## src/rtl/temp_bcd_frontend.sv

```systemverilog
// Temperature monitor front end: signed sample in, delta from previous sample,
// both magnitudes converted to 3-digit BCD with a sequential double-dabble.
module temp_bcd_frontend #(
    parameter int WIDTH     = 10,
    parameter int EN_CYCLES = 4
) (
    input  logic             clk,
    input  logic             rst_n,
    input  logic             sample_valid,
    input  logic [WIDTH-1:0] sample,
    output logic             sample_ready,
    output logic [3:0]       temp_value_ones,
    output logic [3:0]       temp_value_tens,
    output logic [3:0]       temp_value_huns,
    output logic             temp_value_sign,
    output logic [3:0]       temp_delta_ones,
    output logic [3:0]       temp_delta_tens,
    output logic [3:0]       temp_delta_huns,
    output logic             temp_delta_sign,
    output logic             en
);

    localparam int         BW      = WIDTH + 1;
    localparam logic [3:0] STEPS   = 4'(BW);
    localparam logic [3:0] EN_LAST = 4'(EN_CYCLES - 1);

    typedef enum logic [1:0] {
        IDLE = 2'd0,
        CONV = 2'd1,
        HOLD = 2'd2
    } state_t;

    state_t           state_q, state_d;
    logic [3:0]       cnt_q, cnt_d;
    logic [WIDTH-1:0] prev_q, prev_d;
    logic             have_prev_q, have_prev_d;
    logic [BW-1:0]    vbin_q, vbin_d;
    logic [BW-1:0]    dbin_q, dbin_d;
    logic [11:0]      vbcd_q, vbcd_d;
    logic [11:0]      dbcd_q, dbcd_d;
    logic             vsign_q, vsign_d;
    logic             dsign_q, dsign_d;
    logic [11:0]      vout_q, vout_d;
    logic [11:0]      dout_q, dout_d;
    logic             vsout_q, vsout_d;
    logic             dsout_q, dsout_d;

    logic signed [BW-1:0] delta;
    logic [BW-1:0]        draw;
    logic [WIDTH-1:0]     vabs;
    logic [BW-1:0]        dabs;
    logic [BW-1:0]        vmag;
    logic [BW-1:0]        dmag;
    logic [11:0]          vadj;
    logic [11:0]          dadj;

    function automatic logic [BW-1:0] sat999(input logic [BW-1:0] m);
        if (32'(m) > 32'd999) begin
            return BW'(10'd999);
        end
        return m;
    endfunction

    // Add-3 correction applied to every digit before the shift.
    function automatic logic [11:0] dd_adj(input logic [11:0] b);
        logic [11:0] r;
        r = b;
        for (int i = 0; i < 3; i++) begin
            if (r[4*i +: 4] >= 4'd5) begin
                r[4*i +: 4] = r[4*i +: 4] + 4'd3;
            end
        end
        return r;
    endfunction

    always_comb begin
        delta = '0;
        if (have_prev_q) begin
            delta = $signed({sample[WIDTH-1], sample})
                  - $signed({prev_q[WIDTH-1], prev_q});
        end
        draw = delta;
        vabs = sample[WIDTH-1] ? (~sample + 1'b1) : sample;
        dabs = draw[BW-1] ? (~draw + 1'b1) : draw;
        vmag = sat999({1'b0, vabs});
        dmag = sat999(dabs);
        vadj = dd_adj(vbcd_q);
        dadj = dd_adj(dbcd_q);
    end

    always_ff @(posedge clk) begin
        if (!rst_n) begin
            state_q <= IDLE;
        end else begin
            state_q <= state_d;
        end
    end

    always_comb begin
        state_d = state_q;
        unique case (state_q)
            IDLE: if (sample_valid) state_d = CONV;
            CONV: if (cnt_q == STEPS) state_d = HOLD;
            HOLD: if (cnt_q == EN_LAST) state_d = IDLE;
            default: state_d = IDLE;
        endcase
    end

    always_comb begin
        cnt_d       = cnt_q;
        prev_d      = prev_q;
        have_prev_d = have_prev_q;
        vbin_d      = vbin_q;
        dbin_d      = dbin_q;
        vbcd_d      = vbcd_q;
        dbcd_d      = dbcd_q;
        vsign_d     = vsign_q;
        dsign_d     = dsign_q;
        vout_d      = vout_q;
        dout_d      = dout_q;
        vsout_d     = vsout_q;
        dsout_d     = dsout_q;
        unique case (state_q)
            IDLE: begin
                if (sample_valid) begin
                    prev_d      = sample;
                    have_prev_d = 1'b1;
                    vbin_d      = vmag;
                    dbin_d      = dmag;
                    vbcd_d      = '0;
                    dbcd_d      = '0;
                    vsign_d     = sample[WIDTH-1];
                    dsign_d     = draw[BW-1];
                    cnt_d       = '0;
                end
            end
            CONV: begin
                if (cnt_q == STEPS) begin
                    vout_d  = vbcd_q;
                    dout_d  = dbcd_q;
                    vsout_d = vsign_q;
                    dsout_d = dsign_q;
                    cnt_d   = '0;
                end else begin
                    vbcd_d = {vadj[10:0], vbin_q[BW-1]};
                    dbcd_d = {dadj[10:0], dbin_q[BW-1]};
                    vbin_d = {vbin_q[BW-2:0], 1'b0};
                    dbin_d = {dbin_q[BW-2:0], 1'b0};
                    cnt_d  = cnt_q + 4'd1;
                end
            end
            HOLD: cnt_d = cnt_q + 4'd1;
            default: cnt_d = '0;
        endcase
    end

    always_ff @(posedge clk) begin
        if (!rst_n) begin
            cnt_q       <= '0;
            prev_q      <= '0;
            have_prev_q <= 1'b0;
            vbin_q      <= '0;
            dbin_q      <= '0;
            vbcd_q      <= '0;
            dbcd_q      <= '0;
            vsign_q     <= 1'b0;
            dsign_q     <= 1'b0;
            vout_q      <= '0;
            dout_q      <= '0;
            vsout_q     <= 1'b0;
            dsout_q     <= 1'b0;
        end else begin
            cnt_q       <= cnt_d;
            prev_q      <= prev_d;
            have_prev_q <= have_prev_d;
            vbin_q      <= vbin_d;
            dbin_q      <= dbin_d;
            vbcd_q      <= vbcd_d;
            dbcd_q      <= dbcd_d;
            vsign_q     <= vsign_d;
            dsign_q     <= dsign_d;
            vout_q      <= vout_d;
            dout_q      <= dout_d;
            vsout_q     <= vsout_d;
            dsout_q     <= dsout_d;
        end
    end

    always_comb begin
        sample_ready    = (state_q == IDLE);
        en              = (state_q == HOLD);
        temp_value_huns = vout_q[11:8];
        temp_value_tens = vout_q[7:4];
        temp_value_ones = vout_q[3:0];
        temp_value_sign = vsout_q;
        temp_delta_huns = dout_q[11:8];
        temp_delta_tens = dout_q[7:4];
        temp_delta_ones = dout_q[3:0];
        temp_delta_sign = dsout_q;
    end

endmodule

```

## config.mk

```make
export PLATFORM = sky130hd
export DESIGN_NAME = temp_bcd_frontend
export DESIGN_NICKNAME = d
export VERILOG_FILES = /design/src/rtl/temp_bcd_frontend.sv
export SDC_FILE = /design/constraint.sdc
export NUM_CORES = 1
export LEC_CHECK = 0
export CAP_MARGIN = 10
export CORE_ASPECT_RATIO = 0.8
export CORE_MARGIN = 2
export CORE_UTILIZATION = 55
export CTS_CLUSTER_DIAMETER = 30
export DETAILED_ROUTE_END_ITERATION = 16
export PLACE_DENSITY = 0.76
export RECOVER_POWER = 50
export SKIP_LAST_GASP = 1
export SYNTH_ARGS = -nofsm -noshare
export SYNTH_HDL_FRONTEND = slang
export SYNTH_SLANG_ARGS = --single-unit
```

## constraint.sdc

```tcl
create_clock -name clk -period 7 [get_ports clk]
set_input_delay 1.4 -clock clk [delete_from_list [all_inputs] [get_ports clk]]
set_output_delay 1.4 -clock clk [all_outputs]
set_load 0.01 [all_outputs]
```

==> impl_metrics.ini, run 1 <==
[setup_path]
crit_type = input pin to register
arrival_ns = 4.87
slowest_delay_ns = 0.61
path_max_fanout = 7
worstPathRequired_ns = 7.23
crit_chain = clkdlybuf4s50_1 -> inv_1 -> ha_1 -> fa_1 -> nand2b_1 -> a211o_1 -> a211oi_1 -> or2_1 -> nor2_1 -> or4_4 -> a21oi_4 -> o21ai_2 -> a32o_1
cp-end-kind = register
critPathSlowestCell = clkdlybuf4s50_1
start_kind = input pin

[clock_network]
hold_buffers = 0
clkSlewWorstSetupHoldPaths_ns = 0.06
cts.path.max_buffers = 2
clk_latency_ns = 0.34
numCtsBuffers = 9
cts_max_level = 3
cts_root_buffer = clkbuf_16
cts_resized = 0
cts_sinks = 90
tritoncts = done
post-cts-setup-buffers = 0

[timing]
fin_worst_skew_ns = 0.006863
rsz0062_at_grt = false
final.min_clock_period_ns = 4.637
max_slew_margin_pct = 28.09
setup_viol = 0
whs_ns = 0.4525
setup_slack_ns = 2.363
worst_pin_slew_ns = 1.076
tns_ns = 0
finalCritPeriodShare_pct = 66.24
hold_viol = 0
drv_slew = 0
fmax_mhz = 215.7

[placed_design]
dp_hpwl_um = 8252
place_ws_ns = 2.020
place_inst = 775
place_congestion = 0.9043
port_buffers = 40

[global_routing]
grt_first_pass_wirelength_um = 20490
grt_pass1_vias = 4417
grt_start_max_net_pins = 94
gr-total-overflow = 0
grt_usage_pct = 24.26
antenna_found_initial = 0

[synth]
synth_top_flop_cell = dfxtp_1
synth_xor_area_share_pct = 5.038
synth_top_family_by_area = compound AO/OA/AOI/OAI gates
synth_compound_area_share_pct = 25.26
synth_nets = 693
yosys_warnings = 0
synth-seq-cells = 90
yosys.area_share.adder_pct = 7.102
yosys.area_share.simple_pct = 22.77
synth_cell_types = 61
ys_seq_area_share_pct = 34.55
synth_cells = 651
syn-cell-area_mm2 = 0.005215
yosys-mux-area-fraction_pct = 0.5758
synth_edf_count = 0
postSynth.asyncResetShare_pct = 0
syn_area_per_cell_um2 = 8.011

[layout]
antenna_cells = 0
fin_cells = 791
area_growth_pct = 14.42
post-route-util_pct = 65.19
layout_common_cells = nand2_1 (129), dfxtp_1 (90), a21boi_0 (60), o21ai_0 (33), inv_1 (30)
layout.nets = 713
drive_above_1_share_pct = 5.325
layout_commonest_cell = nand2_1

[die]
dieArea_mm2 = 0.01028
chipWidth_um = 112.9
num_rows = 31
ios = 41
fp.dieH_um = 91.10
core_mm2 = 0.009154
start_util_pct = 56.97

[route]
wl_met3_um = 612
top_layer = met4
routedWlPerCell_um = 15.36
drc = 1
vias = 4584
ant_nets = 0
drt_iter0_markers = 302
totalWireLength_um = 12150
drt_pass1_iterations = 11
wl_met2_um = 5586
vias_per_cell = 5.795
met1_length_um = 5790

[run_status]
status = complete, but fails checks
failed_checks = DRC

[power]
power.switching_w = 0.0006864
switching_share_pct = 38.20
vdd_ir_drop_max_uv = 171.4
clockPowerShare_pct = 27.9
p_leak_nw = 2.162
powerDensity_mw_per_mm2 = 301.2
combPwrFrac_pct = 38.2
power_frac_seq_pct = 33.9
internal-power_w = 0.001111

[hold_path]
min_path_type = register to register

[run]
maxCapViolCount = 0
logic make-up (layout without fill, tap and decap cells):
group / after synthesis / in the layout
AND/OR/NAND/NOR: 251 / 251
AO/OA/AOI/OAI: 183 / 183
flip-flops: 90 / 90
buffers and inverters: 65 / 90
XOR/XNOR: 30 / 30
adder cells (fa/ha/maj): 29 / 29
multiplexers: 3 / 3
metal layers:
layer | vias up | global-route usage [%]
li1 | 2291 | -
met5 | - | 0
met3 | 16 | 5.073
met4 | 0 | 6.911
met1 | 2160 | 32.27
met2 | 117 | 39.96
through the flow:
| step | instance area (um^2) | total power [W] |
|---|---|---|
| 2_1_floorplan | 5215 | 0.001125 |
| 3_3_place_gp | 5652 | 0.001271 |
| 3_5_place_dp | 5652 | 0.001290 |
| 4_1_cts | 5967 | 0.001797 |
| 5_1_grt | 5967 | 0.001907 |
| 6_report | 5967 | 0.001797 |
cell type report:
cell class | count | area (um^2)
fillers | 808 | 3187
multi-input cells | 496 | 3168
flip-flops and latches | 90 | 1802
repair buffers | 44 | 425.4
clock buffers | 11 | 252.7
well taps | 115 | 143.9
inverters | 30 | 112.6
clock inverters | 5 | 62.56
worst max-delay path, delay by kind of cell:
family	cells	cell delay [ns]
and+or+nand+nor	4	1.03
adders and majority gates	2	0.65
buffers and inverters	2	0.71
AOI/OAI and AO/OA	5	1.08
flip-flops by register name, indices dropped and copies added (netlist names):
name	cells
vbcd_q	12
have_prev_q	1
state_q	2
temp_delta_sign	1
dbin_q	11
dbcd_q	12
vout_q	12
dout_q	12
vbin_q	11
prev_q	10
cnt_q	4
temp_value_sign	1
dsign_q	1
power groups by stage:
stage	clock network [W]	logic [W]	registers, W
6_report	0.000502	0.000686	0.000609
4_1_cts	0.000513	0.000675	0.000608
2_1_floorplan	0	0.000521	0.000604
3_5_place_dp	0	0.000670	0.000619
5_1_grt	0.000531	0.000759	0.000616
3_3_place_gp	0	0.000654	0.000616
path summary, 6_finish.rpt:
path                            from                endpoint  slack, ns  depth (start not counted)
max                        sample[0]  dbin_q[3]$_SDFFE_PN0P_       2.36                         13
max reg2reg  state_q[1]$_SDFFE_PN0P_  dbin_q[0]$_SDFFE_PN0P_       3.82                         10
min           dbin_q[5]$_SDFFE_PN0P_  dbin_q[5]$_SDFFE_PN0P_       0.45                          2
min reg2reg   dbin_q[5]$_SDFFE_PN0P_  dbin_q[5]$_SDFFE_PN0P_       0.45                          2
synthesized netlist by cell type, types with 5 or more instances:
master | number | area [um^2]
inv_1 | 30 | 112.6
a21o_1 | 7 | 52.55
nand2_1 | 129 | 484.2
o21ai_0 | 33 | 165.2
o22ai_1 | 7 | 43.79
nand2b_1 | 14 | 87.58
and2_1 | 14 | 87.58
o211ai_1 | 7 | 52.55
and3_1 | 5 | 31.28
a21boi_0 | 60 | 450.4
a22oi_1 | 9 | 67.56
a21oi_1 | 15 | 75.07
xnor2_1 | 26 | 227.7
dfxtp_1 | 90 | 1802
or3_1 | 5 | 31.28
nor2b_1 | 16 | 100.1
clkbuf_1 | 31 | 116.4
nand3_1 | 20 | 100.1
ha_1 | 28 | 350.3
nand4_1 | 5 | 31.28
nor3_1 | 13 | 65.06
nor2_1 | 21 | 78.83
Power figures use the tool's default switching activity.
==> run 2, diff against run 1 <==
--- a/config.mk
+++ b/config.mk
@@ -8,7 +8,7 @@
 export CAP_MARGIN = 10
 export CORE_ASPECT_RATIO = 0.8
 export CORE_MARGIN = 2
-export CORE_UTILIZATION = 55
+export CORE_UTILIZATION = 53
 export CTS_CLUSTER_DIAMETER = 30
 export DETAILED_ROUTE_END_ITERATION = 16
 export PLACE_DENSITY = 0.76
==> constraint.sdc (replaced) <==
create_clock -name clk -period 3.7 [get_ports clk]
set_input_delay 0.74 -clock clk [delete_from_list [all_inputs] [get_ports clk]]
set_output_delay 0.74 -clock clk [all_outputs]
set_load 0.01 [all_outputs]
==> impl_metrics.ini, run 2 (same netlist as run 1, synthesis figures left out) <==
[run_status]
status = complete, but fails checks
failed_checks = capacitance limit, slew limit

[clock_network]
clk_latency_ns = 0.34
numCtsBuffers = 9
tritoncts = done
post-cts-setup-buffers = 0
hold_buffers = 0
cts_root_buffer = clkbuf_16
cts.path.max_buffers = 2
cts_sinks = 90
clkSlewWorstSetupHoldPaths_ns = 0.06
cts_max_level = 3
cts_resized = 0

[layout]
layout_commonest_cell = nand2_1
layout_common_cells = nand2_1 (129), dfxtp_1 (90), a21boi_0 (60), buf_4 (43), o21ai_0 (33)
antenna_cells = 0
area_growth_pct = 20.59
layout.nets = 754
regArea_mm2 = 0.001802
design_area_mm2 = 0.006289
multiInputGateArea_mm2 = 0.003213
drive_above_1_share_pct = 11.45
fillers = 806

[placed_design]
port_buffers = 40
place_congestion = 0.9078
dp_hpwl_um = 8898
placed_area_mm2 = 0.005977

[setup_path]
arrival_ns = 3.81
start_kind = input pin
cp-end-kind = register
cp_top_family = compound AO/OA/AOI/OAI gates
critPathSlowestCell = clkdlybuf4s50_1
crit_type = input pin to register
slowest_delay_ns = 0.49
worstPathRequired_ns = 3.93
path_max_fanout = 4
crit_buf_inv = 2
crit_chain = clkdlybuf4s50_1 -> inv_1 -> ha_1 -> fa_2 -> nand2b_4 -> a211o_1 -> a211oi_2 -> or2_4 -> nor2_1 -> or4_4 -> a21oi_4 -> o21ai_2 -> a32o_1

[power]
p_leak_nw = 2.371
powerDensity_mw_per_mm2 = 558.8
total_power_w = 0.003514
vdd_ir_drop_max_uv = 369.1
combPwrFrac_pct = 43.3
power.switching_w = 0.001345
power_frac_seq_pct = 32.8
internal-power_w = 0.002170
switching_share_pct = 38.26
clockPowerShare_pct = 23.9

[die]
core_mm2 = 0.009609
chipWidth_um = 114.9
ios = 41
dieArea_mm2 = 0.01065
start_util_pct = 54.27
num_rows = 32
fp.dieH_um = 92.72

[timing]
finalCritPeriodShare_pct = 96.76
fin_worst_skew_ns = 0.006759
final.min_clock_period_ns = 3.580
hold_viol = 0
worst_pin_slew_ns = 1.533
setup_viol = 0
max_slew_margin_pct = -2.167
drv_slew = 46
fmax_mhz = 279.3
tns_ns = 0

[global_routing]
gr-total-overflow = 0
grt_first_pass_wirelength_um = 21290
grt_start_max_net_pins = 50
antenna_found_initial = 0
grt_pass1_vias = 4644
grt_usage_pct = 24.57

[route]
drt_iter0_markers = 311
vias_per_cell = 5.673
totalWireLength_um = 12480
drc = 0
ant_nets = 0
routedWlPerCell_um = 14.95
vias = 4737
drt_pass1_iterations = 5

[hold_path]
min_path_type = register to register

[run]
maxCapViolCount = 1
-- run 2: cell types whose count changed in the layout (fill, tap and decap cells not counted), moves of 3 or more --
cell / change
dlygate4sd3_1: +3
buf_4: +39
clkinv_2: +3
clkdlybuf4s50_1: -3
-- run 2: worst reg2reg max path, stage by stage, from the launching register on --
cell	delay, ns
dfxtp_1	0.31
ha_1	0.21
fa_2	0.38
nand2b_4	0.18
a211o_1	0.29
a211oi_2	0.25
or2_4	0.18
nor2_1	0.05
or4_4	0.44
a21oi_4	0.15
o21ai_2	0.10
a32o_1	0.26
-- run 2: worst paths after layout --
kind | from | end | slack, ns | depth (start not counted)
worst max register to register | prev_q[0]$_SDFFE_PN0P_ | dbin_q[3]$_SDFFE_PN0P_ | 0.78 | 11
worst min-delay path | vout_q[7]$_SDFFE_PN0P_ | vout_q[7]$_SDFFE_PN0P_ | 0.46 | 2
worst max-delay path | sample[0] | dbin_q[3]$_SDFFE_PN0P_ | 0.12 | 13
worst min register to register | vout_q[7]$_SDFFE_PN0P_ | vout_q[7]$_SDFFE_PN0P_ | 0.46 | 2
-- run 2: per-stage QoR --
stage,utilization (%),hold slack [ns],worst slack [ns],cells
finish,65.44,0.4622,0.1199,835
global route,65.44,0.4953,-0.01709,835
CTS,65.01,0.4599,0.02421,835
detailed placement,62.20,0.4506,-0.3282,820
global placement,62.20,0.4363,-0.2587,820
floorplan,-,0.4271,0.2920,651
-- run 2: metal layers --
layer | up-vias | routed length, um | share of wire [%] | GRT usage [%]
li1 | 2378 | - | - | -
met1 | 2218 | 5890 | 47 | 32.68
met2 | 126 | 5852 | 47 | 39.90
met3 | 15 | 585 | 4.7 | 5.301
met4 | 0 | 151 | 1.2 | 7.530
met5 | - | 0 | 0 | 0
-- run 2: cell type report --
type	instances	area share, %
Multi-Input combinational cell	496	51.09
Clock buffer	10	3.800
Inverter	30	1.791
Timing Repair Buffer	85	11.80
Sequential cell	90	28.65
Clock inverter	5	0.4974
Tap cell	119	2.368
-- run 2: power by group through the flow --
stage	Sequential [W]	Clock [W]	Combinational (W)
after floorplan	0.00114	0	0.000985
after global placement	0.00116	0	0.00143
after detailed placement	0.00117	0	0.00146
after CTS	0.00115	0.000848	0.00147
after global routing	0.00116	0.000888	0.00167
final	0.00115	0.000840	0.00152
==> run 3, diff against run 2 <==
--- a/config.mk
+++ b/config.mk
@@ -5,13 +5,14 @@
 export SDC_FILE = /design/constraint.sdc
 export NUM_CORES = 1
 export LEC_CHECK = 0
+export ABC_AREA = 1
 export CAP_MARGIN = 10
 export CORE_ASPECT_RATIO = 0.8
 export CORE_MARGIN = 2
 export CORE_UTILIZATION = 53
 export CTS_CLUSTER_DIAMETER = 30
 export DETAILED_ROUTE_END_ITERATION = 16
-export PLACE_DENSITY = 0.76
+export PLACE_DENSITY = 0.77
 export RECOVER_POWER = 50
 export SKIP_LAST_GASP = 1
 export SYNTH_ARGS = -nofsm -noshare
==> impl_metrics.ini, run 3 <==
[setup_path]
start_kind = input pin
cp_top_family = simple AND/OR/NAND/NOR gates
critPathSlowestCell = clkdlybuf4s50_1
slowest_delay_ns = 0.51
arrival_ns = 3.67
r2r-start = state_q[1]$_SDFFE_PN0P_
reg2regPathDepth = 10
worstPathRequired_ns = 3.95
path_max_fanout = 7
crit_chain = clkdlybuf4s50_1 -> inv_1 -> ha_1 -> fa_1 -> or2_2 -> ha_1 -> nand2_1 -> inv_1 -> nand3_1 -> nand2_1 -> o21ai_1 -> nor2_1 -> a21oi_2 -> nand3_4 -> nand3_1 -> nand2_1 -> a21oi_2
crit_type = input pin to register
cp-end-kind = register
cpMostUsedCell = nand2_1
rrSetupSlack_ns = 0.81
crit_buf_inv = 3
rr_endpoint = vbcd_q[6]$_SDFFE_PN0P_

[route]
totalWireLength_um = 12230
routedWlPerCell_um = 13.77
vias = 4825
drt_iter0_markers = 251
drc = 0
vias_per_cell = 5.434
drt_pass1_iterations = 5
ant_nets = 0

[synth]
yosysTopAreaCell = dfxtp_1
yosys.cell_count.top_type = nand2_1
ys_seq_area_share_pct = 35.44
synth_edf_count = 0
syn_area_per_cell_um2 = 6.916
syn-cell-area_mm2 = 0.005084
synth_commonest_cells = nand2_1 (147), inv_1 (95), dfxtp_1 (90)
synth_cells = 735
synth-seq-cells = 90
synth_nets = 777
synth_top_flop_cell = dfxtp_1
postSynth.asyncResetShare_pct = 0
synthTopCellsByArea = dfxtp_1 (35%), nand2_1 (11%), a21oi_1 (8.5%)
yosys_warnings = 0
synth_cell_types = 39
synth_top_cell_area_share_pct = 35.44

[clock_network]
cts_sinks = 90
cts_max_level = 3
cts_root_buffer = clkbuf_16
clkSlewWorstSetupHoldPaths_ns = 0.06
post-cts-setup-buffers = 0
cts_resized = 0
cts.path.max_buffers = 2
clk_latency_ns = 0.34
hold_buffers = 0
tritoncts = done
numCtsBuffers = 9

[hold_path]
whs_endpoint = prev_q[4]$_SDFFE_PN0P_
hold_depth = 2
min_path_type = register to register
holdCritStartpoint = prev_q[4]$_SDFFE_PN0P_

[die]
ios = 41
chipWidth_um = 113.5
num_rows = 31
start_util_pct = 55.30
fp.dieH_um = 91.60
core_mm2 = 0.009193
dieArea_mm2 = 0.01040

[timing]
setup_slack_ns = 0.2844
drv_slew = 76
final.min_clock_period_ns = 3.416
hold_viol = 0
fin_worst_skew_ns = 0.006475
setup_viol = 0
tns_ns = 0
finalCritPeriodShare_pct = 92.31
max_slew_margin_pct = -17.36
rsz0062_at_grt = false
fmax_mhz = 292.8
worst_pin_slew_ns = 1.760

[layout]
multiInputGateArea_mm2 = 0.002766
drive_above_1_share_pct = 7.503
layout.nets = 811
layout_common_cells = nand2_1 (147), inv_1 (95), dfxtp_1 (90), a21oi_1 (86), o21ai_0 (63)
regArea_mm2 = 0.001802
post-route-util_pct = 64.23
layout_commonest_cell = nand2_1
area_growth_pct = 16.15
fillers = 853
antenna_cells = 0

[global_routing]
grt_first_pass_wirelength_um = 20700
grt_usage_pct = 24.48
grt_start_max_net_pins = 48
antenna_found_initial = 0
gr-total-overflow = 0
grt_pass1_vias = 4554

[power]
powerDensity_mw_per_mm2 = 676.7
p_leak_nw = 2.631
vdd_ir_drop_max_uv = 378.3
total_power_w = 0.003996

[placed_design]
place_congestion = 0.8596
port_buffers = 40
place_ws_ns = -0.02753
dp_hpwl_um = 8722

[run_status]
status = complete, but fails checks
failed_checks = capacitance limit, slew limit

[run]
maxCapViolCount = 2
run 3: cell types whose count changed in the layout (fill, tap and decap cells not counted), moves of 9 or more:
cell / delta
a21oi_1: +71
nand2b_1: -13
a22oi_1: -9
inv_1: +65
xnor2_1: -22
a21boi_0: -60
and2_1: -14
nor2b_1: -16
nand2_1: +18
nor2_1: +37
buf_4: -31
o21ai_0: +30
nand3_1: +19
run 3: cell families (layout without fill, tap and decap cells):
logic type,after synthesis,in the layout,share of synthesized area [%]
xor gates and xnor gates,12,12,2.215
buffers and inverters,134,172,10.19
adders and majority gates,29,29,7.285
and+or+nand+nor,278,278,23.95
AOI/OAI and AO/OA,192,192,20.92
DFF,90,90,35.44
run 3: worst max path at each step:
| stage | start | end | slack [ns] | cells after the start |
|---|---|---|---|---|
| 5_1_grt | sample[0] | dbin_q[9]$_SDFFE_PN0P_ | 0.06 | 17 |
| 3_3_place_gp | sample[0] | dbin_q[0]$_SDFFE_PN0P_ | 0.06 | 19 |
| 6_report | sample[0] | dbin_q[0]$_SDFFE_PN0P_ | 0.28 | 17 |
| 4_1_cts | sample[0] | dbin_q[0]$_SDFFE_PN0P_ | 0.34 | 17 |
| 2_1_floorplan | sample[0] | dbin_q[0]$_SDFFE_PN0P_ | 0.74 | 16 |
| 3_5_place_dp | sample[0] | dbin_q[0]$_SDFFE_PN0P_ | -0.03 | 17 |
run 3: per-stage QoR:
step	instance area, um^2	hold slack (ns)	cells
after detailed placement	5604	0.4529	873
after global routing	5904	0.4932	888
after CTS	5912	0.4625	888
final	5904	0.4603	888
after floorplan	5084	0.4331	735
after global placement	5604	0.4432	873
run 3: worst min-delay path: cells and delay by family (launching register included):
| family | cells | cell delay [ns] |
|---|---|---|
| buf+inv | 1 | 0.06 |
| flops | 1 | 0.30 |
| compound gates | 1 | 0.06 |
run 3: layout make-up:
type                    instances  area share, %
multi-input cells             511          46.85
flip-flops and latches         90          30.51
repair buffers                 54          8.434
inverters                     103          6.548
clock buffers                  10          3.878
well taps                     115          2.437
clock inverters                 5          1.335
run 3: layer usage:
layer	global-route usage (%)	vias up	share of wire (%)
li1	-	2474	-
met1	31.48	2220	47
met2	41.17	120	47
met3	5.407	11	5.5
met4	7.215	0	1.0
met5	0	-	0
run 3: power by group:
group | switching (W) | internal, W
Combinational | 0.00116 | 0.000592
Clock | 0.000377 | 0.000588
Sequential | 0.000122 | 0.00115
